==> src/rtl/uart_rx_host.sv <==
// Host-side UART receiver: 16x oversampled 8-bit frames with optional parity,
// buffered in a first-word-fall-through FIFO with sticky error flags.
module uart_rx_host #(
  parameter int unsigned SYS_CLK_FREQ = 100_000_000,
  parameter int unsigned BAUD_RATE    = 115200,
  parameter int unsigned PARITY_MODE  = 1,
  parameter int unsigned FIFO_DEPTH   = 8
) (
  input  logic                          clk,
  input  logic                          rst,
  input  logic                          rx,
  input  logic                          rd_en,
  output logic [7:0]                    rd_data,
  output logic                          empty,
  output logic                          full,
  output logic [$clog2(FIFO_DEPTH):0]   count,
  output logic                          busy,
  output logic                          parity_err,
  output logic                          frame_err,
  output logic                          overflow,
  input  logic                          err_clr
);
  localparam int unsigned DIV = SYS_CLK_FREQ / (BAUD_RATE * 16);
  localparam int unsigned DW  = (DIV > 1) ? $clog2(DIV) : 1;
  localparam int unsigned PW  = $clog2(FIFO_DEPTH);
  localparam logic [DW-1:0] DivMax  = DW'(DIV - 1);
  localparam logic [PW:0]   FullCnt = (PW + 1)'(FIFO_DEPTH);

  typedef enum logic [2:0] {StIdle, StStart, StData, StParity, StStop} state_e;

  state_e        r_state, w_state_next;
  logic          r_sync1, r_rxs, r_rxs_prev;
  logic [DW-1:0] r_div_cnt;
  logic [3:0]    r_os;
  logic [2:0]    r_bit_cnt;
  logic [7:0]    r_shift;
  logic          r_par_bit, r_stop_bit, r_done;
  logic [7:0]    r_mem [FIFO_DEPTH];
  logic [PW-1:0] r_wptr, r_rptr;
  logic [PW:0]   r_count;
  logic          r_perr, r_ferr, r_ovf;

  logic w_tick, w_mid, w_end, w_state_chg;
  logic w_par_ok, w_good, w_push, w_pop;

  assign w_tick      = (r_div_cnt == DivMax);
  assign w_mid       = w_tick && (r_os == 4'd7);
  assign w_end       = w_tick && (r_os == 4'd15);
  assign w_state_chg = (w_state_next != r_state);

  always_comb begin
    w_state_next = r_state;
    case (r_state)
      StIdle:   if (r_rxs_prev && !r_rxs) w_state_next = StStart;
      StStart:  if (w_mid) w_state_next = r_rxs ? StIdle : StData;
      StData:   if (w_end && (r_bit_cnt == 3'd7)) begin
                  w_state_next = (PARITY_MODE != 0) ? StParity : StStop;
                end
      StParity: if (w_end) w_state_next = StStop;
      StStop:   if (w_end) w_state_next = StIdle;
      default:  w_state_next = StIdle;
    endcase
  end

  always_ff @(posedge clk or posedge rst) begin
    if (rst) begin
      r_state    <= StIdle;
      r_sync1    <= 1'b1;
      r_rxs      <= 1'b1;
      r_rxs_prev <= 1'b1;
      r_div_cnt  <= '0;
      r_os       <= '0;
      r_bit_cnt  <= '0;
      r_shift    <= '0;
      r_par_bit  <= 1'b0;
      r_stop_bit <= 1'b1;
      r_done     <= 1'b0;
    end else begin
      r_state    <= w_state_next;
      r_sync1    <= rx;
      r_rxs      <= r_sync1;
      r_rxs_prev <= r_rxs;
      r_done     <= 1'b0;
      // Baud phase is anchored to the start edge by holding the divider in idle.
      if (r_state == StIdle || w_tick) r_div_cnt <= '0;
      else                             r_div_cnt <= r_div_cnt + 1'b1;
      if (r_state == StIdle || w_state_chg) r_os <= '0;
      else if (w_tick)                      r_os <= r_os + 4'd1;
      if (r_state == StStart) r_bit_cnt <= '0;
      else if (r_state == StData && w_end) r_bit_cnt <= r_bit_cnt + 3'd1;
      if (r_state == StData && w_end) r_shift <= {r_rxs, r_shift[7:1]};
      if (r_state == StParity && w_end) r_par_bit <= r_rxs;
      if (r_state == StStop && w_end) begin
        r_stop_bit <= r_rxs;
        r_done     <= 1'b1;
      end
    end
  end

  always_comb begin
    w_par_ok = 1'b1;
    if (PARITY_MODE == 1)      w_par_ok = (^r_shift ^ r_par_bit) == 1'b1;
    else if (PARITY_MODE == 2) w_par_ok = (^r_shift ^ r_par_bit) == 1'b0;
  end

  assign w_good = r_done && r_stop_bit && w_par_ok;
  assign w_pop  = rd_en && !empty;
  // A pop in the same cycle frees a slot, so a full FIFO can still accept.
  assign w_push = w_good && (!full || w_pop);

  always_ff @(posedge clk or posedge rst) begin
    if (rst) begin
      for (int i = 0; i < FIFO_DEPTH; i++) r_mem[i] <= '0;
      r_wptr  <= '0;
      r_rptr  <= '0;
      r_count <= '0;
      r_perr  <= 1'b0;
      r_ferr  <= 1'b0;
      r_ovf   <= 1'b0;
    end else begin
      if (w_push) begin
        r_mem[r_wptr] <= r_shift;
        r_wptr        <= r_wptr + 1'b1;
      end
      if (w_pop) r_rptr <= r_rptr + 1'b1;
      if (w_push && !w_pop)      r_count <= r_count + 1'b1;
      else if (!w_push && w_pop) r_count <= r_count - 1'b1;
      if (r_done && !w_par_ok)   r_perr <= 1'b1;
      else if (err_clr)          r_perr <= 1'b0;
      if (r_done && !r_stop_bit) r_ferr <= 1'b1;
      else if (err_clr)          r_ferr <= 1'b0;
      if (w_good && full && !w_pop) r_ovf <= 1'b1;
      else if (err_clr)             r_ovf <= 1'b0;
    end
  end

  assign rd_data    = r_mem[r_rptr];
  assign count      = r_count;
  assign empty      = (r_count == '0);
  assign full       = (r_count == FullCnt);
  assign busy       = (r_state != StIdle);
  assign parity_err = r_perr;
  assign frame_err  = r_ferr;
  assign overflow   = r_ovf;
endmodule

==> config.mk <==
export PLATFORM = sky130hd
export DESIGN_NAME = uart_rx_host
export DESIGN_NICKNAME = d
export VERILOG_FILES = /design/src/rtl/uart_rx_host.sv
export SDC_FILE = /design/constraint.sdc
export NUM_CORES = 1
export LEC_CHECK = 0
export ABC_AREA = 1
export BUFFER_PORTS_ARGS = -buffer_cell sky130_fd_sc_hd__buf_2
export CAP_MARGIN = 5
export CORE_MARGIN = 5
export CORE_UTILIZATION = 62
export DETAILED_ROUTE_END_ITERATION = 8
export PLACE_DENSITY_LB_ADDON = 0.1
export SLEW_MARGIN = 20
export SYNTH_ARGS = -nofsm -noshare
export SYNTH_HDL_FRONTEND = slang
export SYNTH_SLANG_ARGS = --single-unit
==> constraint.sdc <==
create_clock -name clk -period 4.7 [get_ports clk]
set_clock_uncertainty 0.15 [all_clocks]
set_input_delay 0.705 -clock clk [delete_from_list [all_inputs] [get_ports clk]]
set_output_delay 0.705 -clock clk [all_outputs]
set_load 0.1 [all_outputs]
* Yosys cells after proc, flatten, opt, wreduce, memory -nomap -nowiden
Index checks and enable logic that the tools add are counted.
Word-level totals: flip-flop bits (word level) 107, input port bits 5, output and inout bits 18, logic and storage cells 111
Cells by class: $add $sub $neg 7, magnitude comparators 3, eq/ne operators 10, mux-type cells 25, bitwise gates (word level) 3, reductions and logical operators 38
Operators by type and width (count):
- bitwise mux 64 bit | 1
- binary-select mux 8 bit (select 3 bit) | 1
- demux 8 bit (select 3 bit) | 1
- 2-to-1 mux 8 bit | 3
- 2-to-1 mux 3 bit | 7
- logical AND 1 bit | 18
- 2-to-1 mux 4 bit | 4
- one-hot mux 3 bit (5 select lines) | 1
- nonzero test 2 bit | 6
- adder 3 x 1 -> 3 bit, second input constant | 3
- adder 4 x 1 -> 4 bit, second input constant | 2
- equality test 4 bit, second input constant | 2
- >= comparator 4 bit, second input constant | 2
- NOT 3 -> 4 bit | 2
- parity 8 bit | 1
- zero test 1 bit | 7
- adder 6 x 1 -> 6 bit, second input constant | 1
- equality test 3 x 2 -> 1 bit, second input constant | 2
- equality test 3 bit, second input constant | 2
- equality test 6 bit, second input constant | 1
- 2-to-1 mux 6 bit | 1
- 2-to-1 mux 1 bit | 5
- equality test 4 x 3 -> 1 bit, second input constant | 1
- zero test 4 bit | 1
- 9 further kinds | 11

* Longest topological paths before layout
depth after elaboration 9, depth in mapped cells 21, gate-level depth less buffers 20

* Least setup slack after synthesis
OpenSTA, ideal clock, no wires.
kind register to register, start point register r_count[3], in the netlist count[3], end point register r_count[3], in the netlist count[3], library setup time 126 ps, arrival time 5081 ps, required time 4424 ps, path slack -657 ps, stages on the path, launching flop included 16, path buffers 1, period minus slack after synthesis 5357 ps, path through dfrtp_1 > inv_1 > nor3_1 > nand2_1 > clkbuf_1 > nand2_4 > inv_2 > ha_1 > inv_1 > ha_1 > a21o_1 > a21oi_1 > nor2_1 > nor2_1 > nand2_1 > xor2_1
RTL lines:
- start: declaration | line 40 | logic [PW:0] r_count;
- start signal: assignment | line 126 | if (w_push && !w_pop) r_count <= r_count + 1'b1;
- start signal: assignment | line 127 | else if (!w_push && w_pop) r_count <= r_count - 1'b1;
- equality test 4 bit * | line 140 | assign full = (r_count == FullCnt);
- via full | line 15 | output logic full,
- zero test 1 bit * | line 109 | assign w_push = w_good && (!full || w_pop);
- logical OR 1 bit * | line 109
- logical AND 1 bit * | line 109
- via w_push | line 44 | logic w_par_ok, w_good, w_push, w_pop;
- zero test 1 bit | line 127
- logical AND 1 bit | line 127
- nonzero test 2 bit (no source line)
Mark *: on every way through the listed nets, which the timed path passes. The rest lies on a longest branch. The select of a mux whose other input is x is not followed. A chain may end at the register's enable or synchronous reset.

* Final worst setup path
start point register r_rptr[1], end point output port rd_data[2]
Between the ends: cells in the longest elaborated chain, start to end 4
RTL lines:
- start: declaration | line 39 | logic [PW-1:0] r_wptr, r_rptr;
- start signal: assignment | line 125 | if (w_pop) r_rptr <= r_rptr + 1'b1;
- NOT 3 -> 4 bit (implied by the code) | line 137 | assign rd_data = r_mem[r_rptr];
- binary-select mux 8 bit (select 3 bit) | line 137
- 2-to-1 mux 8 bit (implied by the code) (2 in a row) | line 137
- end: declaration | line 13 | output logic [7:0] rd_data,
No other way between the ends. The select of a mux whose other input is x is not followed.

==> impl_metrics.json <==
{
  "cp_max_fo": 18,
  "peakVddDrop_mv": 0.515,
  "core_sq_um": 8810,
  "seq_area_frac_synth_pct": 47.4,
  "final_nets": 687,
  "multi_input_area_sq_um": 2520,
  "fin_crit_sh_pct": 74.9,
  "cts_root_buf": "clkbuf_8",
  "tns_ps": 0,
  "ant_nets": 0,
  "crit_arrival_ps": 2660,
  "ys_ff_latch": 107,
  "status": "finished, final reports clean",
  "utilization_pct": 66.2,
  "routed_wl_mm": 13.1,
  "p_per_area_nw_per_um2": 514,
  "antenna_found_initial": 0,
  "synthCells": 671,
  "netlist_area_sq_um": 5650,
  "fmax_mhz": 284,
  "die_x_microns": 105,
  "hold_violations": 0,
  "drt_iter0_drc": 329,
  "wl_per_cell_microns": 16.8,
  "clk_latency_ps": 380,
  "finalNonFillerCells": 784,
  "regArea_sq_um": 2680,
  "avgSynthCellArea_sq_um": 8.43,
  "cp.required_ps": 3850,
  "syn_to_final_growth_pct": 3.12,
  "start_util_pct": 64.2,
  "grt_max_degree": 82,
  "drc": 0,
  "total_power_mw": 3.00,
  "relSlewSlack_pct": 40.8,
  "crit_type": "flip-flop to primary output",
  "hold_ws_ps": 219,
  "cts_tree": "yes",
  "drive_gt1_share_pct": 11.8,
  "path_cells": "inv_1, o21ai_0, o22ai_1, nor2_1, a31oi_1, buf_2",
  "hold_buffers": 0,
  "setup-violations-final": 0,
  "cp_slowest_stage_delay_ps": 610,
  "final_cell_mix": "187 x nand2_1, 103 x dfrtp_1, 81 x nor2_1",
  "avgViaCountPerCell": 5.99,
  "synth.distinct_cells": 38,
  "clock-sinks": 107,
  "cts_max_level": 3,
  "die_area_sq_um": 11100,
  "antenna_cells": 0,
  "final_common_cell": "nand2_1",
  "rows": 34,
  "gp_congestion": 0.882,
  "path_clk_slew_ps": 100,
  "io_pins": 23,
  "cts_buffer_depth": 2,
  "rsz0062_at_grt": "no",
  "grt_first_pass_wirelength_mm": 22.2,
  "grt.total_usage_pct": 24.6,
  "dp_hpwl_mm": 8.69,
  "crit_buf_inv": 2,
  "syn_nets": 687,
  "drv_slew": 0,
  "startpoint_type": "flip-flop",
  "crit_family": "buffers and inverters",
  "cts-resized-gates": 0,
  "postCtsSetupRepairBufs": 0,
  "overflow": 0,
  "worstMarginPinSlew_ps": 886,
  "critPathSlowestCell": "dfrtp_1",
  "end_kind": "primary output",
  "min_path_type": "flip-flop to flip-flop",
  "numPortBuffers": 22,
  "period_minus_slack_ps": 3520,
  "grt_pass1_vias": 4491,
  "dp.cells": 768,
  "num-fill-cells": 737,
  "ys_warn_count": 0,
  "cts_buffers": 9,
  "cap_viol_max_count": 0,
  "vias": 4699,
  "die_h_microns": 105,
  "p_leak_nw": 2.94,
  "drtPass1Iterations": 6
}
## stage by stage
step	setup WS, ps	cell area (sq um)
after floorplan	274	5660
after CTS	1210	5830
after global routing	956	5830
after global placement	1700	5640
final	1180	5830
after detailed placement	1690	5640
## cell families after synthesis
logic type | after synthesis | share of synthesized area, %
muxes | 3 | 0.575
AOI/OAI and AO/OA | 71 | 6.75
xor gates and xnor gates | 12 | 1.86
adders and majority gates | 11 | 2.57
DFF | 107 | 47.4
buffers and inverters | 80 | 8.21
and+or+nand+nor | 387 | 32.6
## Yosys cell counts
cell type    n  area, sq um
nand2_1    188          706
dfrtp_1    103         2580
nor2_1      81          304
nand4_1     66          413
inv_1       39          146
o21ai_0     38          190
nand3_1     14         70.1
clkbuf_1    12         45.0
buf_2       10         50.1
ha_1        10          125
o22ai_1      9         56.3
a21oi_1      8         40.0
a31oi_1      8         50.1
nor2_2       8         50.1
xor2_1       8         70.1
buf_12       7          140
nand3_4      7          123
buf_4        6         45.0
nor3_1       6         30.0
o21ai_1      6         30.0
dfstp_2      4          105
nand2_2      4         25.0
xnor2_1      4         35.0
inv_2        3         11.3
nand3_2      3         30.0
buf_6        2         22.5
mux2_2       2         22.5
nand2_4      2         22.5
nand3b_1     2         15.0
nor3b_1      2         15.0
or2_2        2         12.5
a21o_1       1         7.51
clkinv_1     1         3.75
fa_1         1         20.0
mux2i_1      1         10.0
nor2_4       1         11.3
nor3_4       1         16.3
o31ai_1      1         7.51
## per-layer routing
metal  global-route usage [%]  part of all wire (%)  wire [microns]  up-vias
li1                         -                     -               -     2232
met5                        0                     0               0        -
met2                     38.5                    46            6090      192
met3                     5.32                   7.3             958       30
met1                     34.4                    44            5760     2245
met4                     8.23                   2.5             331        0
## layout make-up
cell class	count	share of cell area, %
clock buffer	12	2.32
clock inverter	4	0.880
inverter	43	2.85
multi-input combinational	484	43.2
sequential	107	46.0
tap	108	2.32
timing repair buffer	26	2.40
## state kept, by name (all words and copies together), names as in the netlist
| name | cells |
|---|---|
| r_wptr | 3 |
| r_done | 1 |
| overflow | 1 |
| r_stop_bit | 1 |
| r_mem | 64 |
| count | 4 |
| frame_err | 1 |
| r_rptr | 3 |
| r_os | 4 |
| r_state | 3 |
| r_par_bit | 1 |
| parity_err | 1 |
| r_rxs | 1 |
| r_rxs_prev | 1 |
| r_div_cnt | 6 |
| r_sync1 | 1 |
| r_shift | 8 |
| r_bit_cnt | 3 |
## worst paths after layout
path	cells after the start	slack, ps	from	endpoint
max	6	1180	r_rptr[1]	rd_data[2]
min	0	220	r_sync1	r_rxs
max reg2reg	18	1640	r_shift[7]	count[3]
min reg2reg	0	220	r_sync1	r_rxs
max in group asynchronous	3	3240	rst	r_mem[54]
min in group asynchronous	2	310	rst	r_mem[8]
## where the power goes
group	internal [mW]	switching (mW)	leakage [nW]
logic	0.275	1.12	1.40
registers	0.976	0.0706	1.45
clock network	0.248	0.304	0.0910
total	1.50	1.50	2.94
No activity file was read; power rests on OpenSTA's default activity.
